<file path="src/rtl/pll_reconfig_ctrl_if.sv">
// rtl/pll_reconfig_ctrl_if.sv - configuration request/response bundle for pll_reconfig_ctrl
interface pll_reconfig_ctrl_if;
    logic        cfg_req;
    logic [31:0] cfg_M;
    logic [31:0] cfg_D;
    logic [31:0] cfg_O;
    logic        cfg_ack;
    logic        cfg_err;

    modport master (
        output cfg_req, cfg_M, cfg_D, cfg_O,
        input  cfg_ack, cfg_err
    );

    modport slave (
        input  cfg_req, cfg_M, cfg_D, cfg_O,
        output cfg_ack, cfg_err
    );
endinterface

</file>
<file path="src/rtl/pll_reconfig_ctrl.sv">
// rtl/pll_reconfig_ctrl.sv - frequency generator reconfiguration, reset hold and lock sequencer
module pll_reconfig_ctrl #(
    parameter int unsigned RST_HOLD_CYCLES = 4,
    parameter int unsigned LOCK_CYCLES     = 16,
    parameter int unsigned TIMEOUT_CYCLES  = 1024
) (
    input  logic               clk,
    input  logic               RST,
    input  logic               PWRDWN,
    input  logic               period_stable,
    pll_reconfig_ctrl_if.slave cfg,
    output logic [31:0]        M,
    output logic [31:0]        D,
    output logic [31:0]        O,
    output logic               gen_rst,
    output logic               gen_pwrdwn,
    output logic               LOCKED,
    output logic               busy,
    output logic               timeout
);
    typedef enum logic [2:0] {
        S_IDLE,
        S_HOLD,
        S_WAIT,
        S_COUNT,
        S_LOCK
    } state_t;

    localparam logic [15:0] HOLD_LAST    = 16'(RST_HOLD_CYCLES - 1);
    localparam logic [15:0] LOCK_LAST    = 16'(LOCK_CYCLES - 1);
    localparam logic [15:0] TIMEOUT_LAST = 16'(TIMEOUT_CYCLES - 1);

    state_t      r_state, w_state;
    logic [15:0] r_cnt, w_cnt;
    logic [31:0] r_m, w_m, r_d, w_d, r_o, w_o;
    logic        r_gen_rst, w_gen_rst;
    logic        r_gen_pwrdwn, w_gen_pwrdwn;
    logic        r_locked, w_locked;
    logic        r_busy, w_busy;
    logic        r_timeout, w_timeout;
    logic        r_ack, w_ack;
    logic        r_err, w_err;
    logic        r_configured, w_configured;
    logic        w_cfg_valid;

    assign w_cfg_valid = (cfg.cfg_M >= 32'd2) && (cfg.cfg_M <= 32'd64) &&
                         (cfg.cfg_D >= 32'd1) && (cfg.cfg_D <= 32'd56) &&
                         (cfg.cfg_O >= 32'd1) && (cfg.cfg_O <= 32'd128);

    always_comb begin
        w_state      = r_state;
        w_cnt        = r_cnt;
        w_m          = r_m;
        w_d          = r_d;
        w_o          = r_o;
        w_gen_rst    = r_gen_rst;
        w_gen_pwrdwn = r_gen_pwrdwn;
        w_locked     = r_locked;
        w_timeout    = r_timeout;
        w_configured = r_configured;
        w_ack        = 1'b0;
        w_err        = 1'b0;

        if (PWRDWN) begin
            w_state      = S_IDLE;
            w_cnt        = '0;
            w_gen_pwrdwn = 1'b1;
            w_locked     = 1'b0;
        end else if (r_gen_pwrdwn) begin
            // Leaving power-down: restart the generator only if it ever had a valid setting.
            w_gen_pwrdwn = 1'b0;
            w_gen_rst    = 1'b1;
            w_cnt        = '0;
            w_state      = r_configured ? S_HOLD : S_IDLE;
        end else begin
            case (r_state)
                S_IDLE, S_LOCK: begin
                    if (cfg.cfg_req) begin
                        if (w_cfg_valid) begin
                            w_m          = cfg.cfg_M;
                            w_d          = cfg.cfg_D;
                            w_o          = cfg.cfg_O;
                            w_ack        = 1'b1;
                            w_locked     = 1'b0;
                            w_gen_rst    = 1'b1;
                            w_timeout    = 1'b0;
                            w_configured = 1'b1;
                            w_cnt        = '0;
                            w_state      = S_HOLD;
                        end else begin
                            w_err = 1'b1;
                        end
                    end else if ((r_state == S_LOCK) && !period_stable) begin
                        w_locked = 1'b0;
                        w_cnt    = '0;
                        w_state  = S_WAIT;
                    end
                end
                S_HOLD: begin
                    if (r_cnt == HOLD_LAST) begin
                        w_gen_rst = 1'b0;
                        w_cnt     = '0;
                        w_state   = S_WAIT;
                    end else begin
                        w_cnt = r_cnt + 16'd1;
                    end
                end
                S_WAIT: begin
                    if (period_stable) begin
                        w_cnt   = '0;
                        w_state = S_COUNT;
                    end else if (r_cnt == TIMEOUT_LAST) begin
                        w_cnt     = '0;
                        w_gen_rst = 1'b1;
                        w_timeout = 1'b1;
                        w_state   = S_IDLE;
                    end else begin
                        w_cnt = r_cnt + 16'd1;
                    end
                end
                S_COUNT: begin
                    // A stability drop beats the terminal count.
                    if (!period_stable) begin
                        w_cnt   = '0;
                        w_state = S_WAIT;
                    end else if (r_cnt == LOCK_LAST) begin
                        w_cnt    = '0;
                        w_locked = 1'b1;
                        w_state  = S_LOCK;
                    end else begin
                        w_cnt = r_cnt + 16'd1;
                    end
                end
                default: begin
                    w_state = S_IDLE;
                    w_cnt   = '0;
                end
            endcase
        end

        w_busy = (w_state == S_HOLD) || (w_state == S_WAIT) || (w_state == S_COUNT);
    end

    always_ff @(posedge clk) begin
        if (RST) begin
            r_state      <= S_IDLE;
            r_cnt        <= '0;
            r_m          <= 32'd1;
            r_d          <= 32'd1;
            r_o          <= 32'd1;
            r_gen_rst    <= 1'b1;
            r_gen_pwrdwn <= 1'b0;
            r_locked     <= 1'b0;
            r_busy       <= 1'b0;
            r_timeout    <= 1'b0;
            r_ack        <= 1'b0;
            r_err        <= 1'b0;
            r_configured <= 1'b0;
        end else begin
            r_state      <= w_state;
            r_cnt        <= w_cnt;
            r_m          <= w_m;
            r_d          <= w_d;
            r_o          <= w_o;
            r_gen_rst    <= w_gen_rst;
            r_gen_pwrdwn <= w_gen_pwrdwn;
            r_locked     <= w_locked;
            r_busy       <= w_busy;
            r_timeout    <= w_timeout;
            r_ack        <= w_ack;
            r_err        <= w_err;
            r_configured <= w_configured;
        end
    end

    assign M           = r_m;
    assign D           = r_d;
    assign O           = r_o;
    assign gen_rst     = r_gen_rst;
    assign gen_pwrdwn  = r_gen_pwrdwn;
    assign LOCKED      = r_locked;
    assign busy        = r_busy;
    assign timeout     = r_timeout;
    assign cfg.cfg_ack = r_ack;
    assign cfg.cfg_err = r_err;
endmodule

</file>
<file path="src/flat_wrapper.sv">
// flat-port wrapper written by rule: the top's interface ports become plain ports
module pll_reconfig_ctrl_flat 
#(
    parameter int unsigned RST_HOLD_CYCLES = 4,
    parameter int unsigned LOCK_CYCLES     = 16,
    parameter int unsigned TIMEOUT_CYCLES  = 1024
)
  (clk, RST, PWRDWN, period_stable, M, D, O, gen_rst, gen_pwrdwn, LOCKED, busy, timeout, cfg_cfg_req, cfg_cfg_M, cfg_cfg_D, cfg_cfg_O, cfg_cfg_ack, cfg_cfg_err);
  pll_reconfig_ctrl_if cfg_i ();
  input  logic clk;
  input  logic RST;
  input  logic PWRDWN;
  input  logic period_stable;
  output logic [31:0] M;
  output logic [31:0] D;
  output logic [31:0] O;
  output logic gen_rst;
  output logic gen_pwrdwn;
  output logic LOCKED;
  output logic busy;
  output logic timeout;
  input wire logic [$bits(cfg_i.cfg_req)-1:0] cfg_cfg_req;
  input wire logic [$bits(cfg_i.cfg_M)-1:0] cfg_cfg_M;
  input wire logic [$bits(cfg_i.cfg_D)-1:0] cfg_cfg_D;
  input wire logic [$bits(cfg_i.cfg_O)-1:0] cfg_cfg_O;
  output wire logic [$bits(cfg_i.cfg_ack)-1:0] cfg_cfg_ack;
  output wire logic [$bits(cfg_i.cfg_err)-1:0] cfg_cfg_err;
  assign cfg_i.cfg_req = cfg_cfg_req;
  assign cfg_i.cfg_M = cfg_cfg_M;
  assign cfg_i.cfg_D = cfg_cfg_D;
  assign cfg_i.cfg_O = cfg_cfg_O;
  assign cfg_cfg_ack = cfg_i.cfg_ack;
  assign cfg_cfg_err = cfg_i.cfg_err;
  pll_reconfig_ctrl #(.RST_HOLD_CYCLES(RST_HOLD_CYCLES), .LOCK_CYCLES(LOCK_CYCLES), .TIMEOUT_CYCLES(TIMEOUT_CYCLES)) u_core (.clk(clk), .RST(RST), .PWRDWN(PWRDWN), .period_stable(period_stable), .cfg(cfg_i), .M(M), .D(D), .O(O), .gen_rst(gen_rst), .gen_pwrdwn(gen_pwrdwn), .LOCKED(LOCKED), .busy(busy), .timeout(timeout));
endmodule
</file>
<file path="config.mk">
export PLATFORM = sky130hd
export DESIGN_NAME = pll_reconfig_ctrl_flat
export DESIGN_NICKNAME = d
export VERILOG_FILES = /design/src/rtl/pll_reconfig_ctrl_if.sv /design/src/rtl/pll_reconfig_ctrl.sv /design/src/flat_wrapper.sv
export SDC_FILE = /design/constraint.sdc
export NUM_CORES = 1
export LEC_CHECK = 0
export ABC_AREA = 1
export ABC_CLOCK_PERIOD_IN_PS = 1900
export BUFFER_PORTS_ARGS = -buffer_cell sky130_fd_sc_hd__buf_2
export CELL_PAD_IN_SITES_DETAIL_PLACEMENT = 1
export CELL_PAD_IN_SITES_GLOBAL_PLACEMENT = 2
export CORE_AREA = 2 2 150 152
export CTS_CLUSTER_DIAMETER = 150
export DETAILED_ROUTE_END_ITERATION = 7
export DIE_AREA = 0 0 152 154
export GPL_TIMING_DRIVEN = 0
export HOLD_SLACK_MARGIN = 0.15
export PLACE_DENSITY = 0.86
export SLEW_MARGIN = 0
export SYNTH_ARGS = -nofsm -noshare
export SYNTH_HDL_FRONTEND = slang
export SYNTH_SLANG_ARGS = --single-unit
</file>
<file path="constraint.sdc">
create_clock -name clk -period 1.9 [get_ports clk]
set_input_delay 0.095 -clock clk [delete_from_list [all_inputs] [get_ports clk]]
set_output_delay 0.095 -clock clk [all_outputs]
set_load 0.01 [all_outputs]
</file>
-- Word-level counts from Yosys, hierarchy flattened
Index checks and enable logic that the tools add are counted.
- reduce and logical (&&, ||, !) cells: 22
- bitwise logic cells: 4
- muxes and demuxes: 39
- $add $sub $neg: 1
- equal/unequal tests: 23
- $lt $le $gt $ge: 6
- operators by type and width (operator ; number):
    $mux W16 ; 8
    $ge A32 B1 Y1 const B ; 2
    $pmux W16 S4 ; 1
    $ge A32 B2 Y1 const B ; 1
    $le A32 B6 Y1 const B ; 1
    $le A32 B7 Y1 const B ; 1
    $le A32 B8 Y1 const B ; 1
    $mux W3 ; 10
    $add A16 B1 Y16 const B ; 1
    $eq A16 B10 Y1 const B ; 1
    $eq A16 B2 Y1 const B ; 1
    $eq A16 B4 Y1 const B ; 1
    $mux W1 ; 16
    $reduce_and A7 Y1 ; 2
    $eq A3 B2 Y1 const B ; 4
    $ne A3 B2 Y1 const B ; 4
    $pmux W3 S4 ; 1
    $ne A3 B1 Y1 const B ; 3
    $eq A3 B1 Y1 const B ; 2
    $logic_and A1 B1 Y1 ; 6
    $ne A2 B1 Y1 const B ; 3
    $ne A2 B2 Y1 const B ; 3
    $reduce_and A6 Y1 ; 1
    $reduce_and A5 Y1 ; 1
    other kinds (13) ; 20
- logic and storage cells: 108
- register bits after elaboration: 123
- input port bits: 101

-- Longest topological paths before layout
- word-level depth: 14
- mapped depth: 15
- gate-level depth less buffers: 14

-- Worst setup path before layout
OpenSTA, ideal clock, no wires.
- path kind: reg-to-reg
- start: reg u_core.r_cnt[0]
- end: reg u_core.r_cnt[0]
- setup time: 0.117 ns
- stages on the path, launching flop included: 11
- required time: 1.783 ns
- arrival time: 1.625 ns
- slack: 0.157 ns
- period minus slack after synthesis: 1.743 ns
- path buffers: 0
- cell sequence: dfxtp_1 -> ha_1 -> nand2_1 -> nor2_2 -> nand2_1 -> nor3_2 -> nor2_1 -> inv_1 -> o211ai_1 -> o21bai_1 -> a21oi_1
- word-level cells in the longest chain between the ends: 4
- elaborated cells between the ends (all ways): 10
- ends and longest elaborated chain (item ; RTL line ; text):
    from (decl) ; pll_reconfig_ctrl.sv:34 ; logic [15:0] r_cnt, w_cnt;
    from (signal assigned) ; pll_reconfig_ctrl.sv:161 ; r_cnt <= w_cnt;
    $add A16 B1 Y16, or another cell as far along ; pll_reconfig_ctrl.sv:105, pll_reconfig_ctrl.sv:118, pll_reconfig_ctrl.sv:131 ;
    $mux W16, on equally long branches ; pll_reconfig_ctrl.sv:126, pll_reconfig_ctrl.sv:112 ;
    $mux W16, on equally long branches ; pll_reconfig_ctrl.sv:123, pll_reconfig_ctrl.sv:109 ;
    $pmux W16 S4 (*) ; pll_reconfig_ctrl.sv:76 ; case (r_state)
Every way passes the cells marked *; elsewhere a longest branch is shown, timed or not.
A chain may end at the register's enable or synchronous reset.

-- Worst setup path after layout
- start: reg u_core.r_cnt[13]
- end: reg u_core.r_cnt[11]
- word-level cells in the longest chain between the ends: 4
- elaborated cells between the ends (all ways): 9
- ends and longest elaborated chain (item ; RTL line):
    $eq A16 B4 Y1 or $eq A16 B10 Y1 (tied branches) ; pll_reconfig_ctrl.sv:126, pll_reconfig_ctrl.sv:112
    $mux W16, on equally long branches ; pll_reconfig_ctrl.sv:126, pll_reconfig_ctrl.sv:112
    $mux W16, on equally long branches ; pll_reconfig_ctrl.sv:123, pll_reconfig_ctrl.sv:109
    $pmux W16 S4 (*) ; pll_reconfig_ctrl.sv:76
Marked as above.

==> impl_metrics.toml <==
[outcome]
status = "finished, final reports clean"

[sta]
timing.fmax_mhz = 538.1
finalClockSkew_ps = 11.55
drv_slew = 0
setup_viol = 0
slew_headroom_pct = 62.86
post-route-period-util_pct = 97.81
hold-worst-slack_ps = 296.2
min_period_ps = 1858
hold_viol_final = 0
fin_setup_tns_ps = 0
worst_pin_slew_ps = 557.0

[worst_setup_path]
cp.required_ps = 2170
crit_arrival_ps = 2130
worstPathMaxFanout = 6
cp_slowest_cell = "dfxtp_1"
end_kind = "flip-flop"
path_class = "flip-flop to flip-flop"
critPathMaxStageDelay_ps = 390
rr_startpoint = "u_core.r_cnt[13]"
startpoint = "u_core.r_cnt[13]"
crit_top_cell = "o211ai_1"
worstSetupStartpointType = "flip-flop"
crit_chain = "nor2_2, nand3_4, nor3_4, nand3_2, nand2_2, o211ai_1, buf_4, o211ai_1, a21oi_1"

[cts]
cts_tree = "yes"
clk_latency_ps = 420
root_buffer = "clkbuf_16"
cts_buffer_depth = 2
clk_pin_slew_worst_paths_ps = 60
cts_inserted_buffers = 17
cts_sinks = 123
cts_max_level = 4

[placement]
place_congestion = 0.7924
port_buffers = 202
dp_hpwl_mm = 14.08

[worst_hold_path]
min_path_type = "input port to flip-flop"
min_from = "period_stable"

[layout]
area_growth_pct = 46.90
seqCellArea_mm2 = 0.002475
multi_input_area_mm2 = 0.002320
n_antenna_cell = 0
final_nets = 1137
nFillCells = 2775
drive_gt1_share_pct = 28.49

[die]
initial_core_util_pct = 24.70
rows = 54
die_x_um = 152
num_io_pins = 204
coreArea_mm2 = 0.02169
fp.dieH_um = 154
die-area_mm2 = 0.02341

[power]
p_int_mw = 4.837
switchingPower_mw = 1.432
p_clk_share_pct = 53.5
p_leak_nw = 4.338
combinationalPowerShare_pct = 5.2
pwr-share-seq_pct = 41.3
ir_worst_vdd_mv = 0.6266
total_power_mw = 6.269
sw_frac_of_total_pct = 22.84
cellPowerDensity_mw_per_mm2 = 796.7

[routing]
ant_nets = 0
via_per_inst = 4.330
routed-via-count = 5742
drt_first_pass_iters = 6
drc = 0
wl_mm = 18.98
wire_per_inst_um = 14.31
drt_iter0_drc = 230

[synth]
syn_nets = 879
syn_avg_cell_area_um2 = 6.894
synthCells = 777
synth_cell_types = 34
yosysWarnings = 0
yosysTopAreaCell = "dfxtp_1"
netlist_top_cells_area = "dfxtp_1 46%, inv_1 10%, nand3_1 10%"
ys.flop_type = "dfxtp_1"
synth_common_cells = "146 x inv_1, 136 x nor2_1, 132 x nand2_1, 123 x dfxtp_1, 107 x nand3_1"
syn_area_mm2 = 0.005356
postSynthRegisterBits = 123
synth-edff-count = 0
yosysMostFrequentCell = "inv_1"
synth_top_area_share_pct = 45.97
synth_seq_area_share_pct = 45.97
async_flop_share_pct = 0

[grt]
antenna_found_initial = 3
grt_usage_pct = 16.16
grt_overflow = 0
grt_max_degree = 17
grt_pass1_vias = 5897
grt_pass1_wl_mm = 30.49

[job]
max-cap-violations = 0
-- sequential cells by signal, indices dropped and copies added (netlist names), 3 cells and up --
signal          flops
u_core.r_cnt       16
u_core.r_state      3
u_core.D           32
u_core.M           32
u_core.O           32
-- cell type report --
cell class	instances	share of cell area, %
clock inverters	12	2.115
multi-input cells	476	29.48
flip-flops and latches	123	31.45
repair buffers	241	17.59
inverters	149	7.108
clock buffers	18	5.581
plain buffers	27	2.226
well taps	280	4.452
-- cell families after synthesis --
logic type / synth area share, %
fa+ha+maj: 0.2336
compound gates: 4.999
buf+inv: 13.50
xor+xnor: 1.472
simple gates: 33.82
flops: 45.97
-- metrics by stage --
step           instances  area [um^2]  utilization [%]  setup slack [ps]
5_1_grt             1326         7869            36.28            -57.10
3_5_place_dp        1259         6718            30.97            -508.8
3_3_place_gp        1259         6718            30.97            -480.2
2_1_floorplan        777         5356                -             157.1
6_report            1326         7869            36.28             41.56
4_1_cts             1318         7677            35.40             3.043
-- repair_timing --
action | 4_1_cts | 5_1_grt
gates resized for setup | 15 | 34
hold buffers | 25 | 0
endpoints found under the setup margin | 22 | 90
pin swaps | 5 | 9
setup buffers | 5 | 8
endpoints found under the hold margin | 28 | 0
cloned | 0 | 1
-- cells in the final DEF, fill, tap and decap left out, types with 4 or more instances in the layout --
master and n:
buf_6 6, nand2_1 127, o21ai_0 7, o211ai_1 4
dlygate4sd3_1 25, a31oi_1 4, dfxtp_2 4, o22ai_1 4
nor3_1 14, dfxtp_1 117, nand3_2 5, clkbuf_16 18
xor2_1 4, clkbuf_1 7, a21oi_1 26, buf_4 14
nor3_4 5, inv_1 146, nor2_1 133, buf_1 5
buf_2 206, nand3_1 102, nand4_1 9, nand2_2 4
clkinv_4 4
-- critical path, delay by kind of cell (launching register included) --
| kind | cells | cell delay, ps |
|---|---|---|
| flops | 1 | 390 |
| simple gates | 5 | 880 |
| buf+inv | 1 | 180 |
| compound gates | 3 | 260 |
-- worst paths after layout --
check	cells after the start	endpoint	slack, ps
worst max-delay path	9	u_core.r_cnt[11]	40
worst min-delay path	5	u_core.r_state[2]	300
worst max register to register	9	u_core.r_cnt[11]	40
worst min register to register	2	u_core.D[26]	450
-- per-layer routing --
metal  wire length (um)  vias to the layer above  global-route usage [%]  share of wire, %
li1                   -                     2921                       -                 -
met1               8197                     2654                   18.88                43
met3               1428                       30                   7.131               7.5
met5                 13                        -                       0             0.069
met2               9034                      135                   26.94                48
met4                303                        2                   4.539               1.6
-- power groups by stage --
stage / registers, mW / clock network [mW] / logic [mW]
6_report: 2.59 / 3.35 / 0.328
5_1_grt: 2.59 / 3.56 / 0.371
4_1_cts: 2.59 / 3.43 / 0.326
3_5_place_dp: 2.65 / 0 / 0.283
3_3_place_gp: 2.65 / 0 / 0.280
2_1_floorplan: 2.65 / 0 / 0.117
Note: power is estimated with default switching activity, not from simulation.
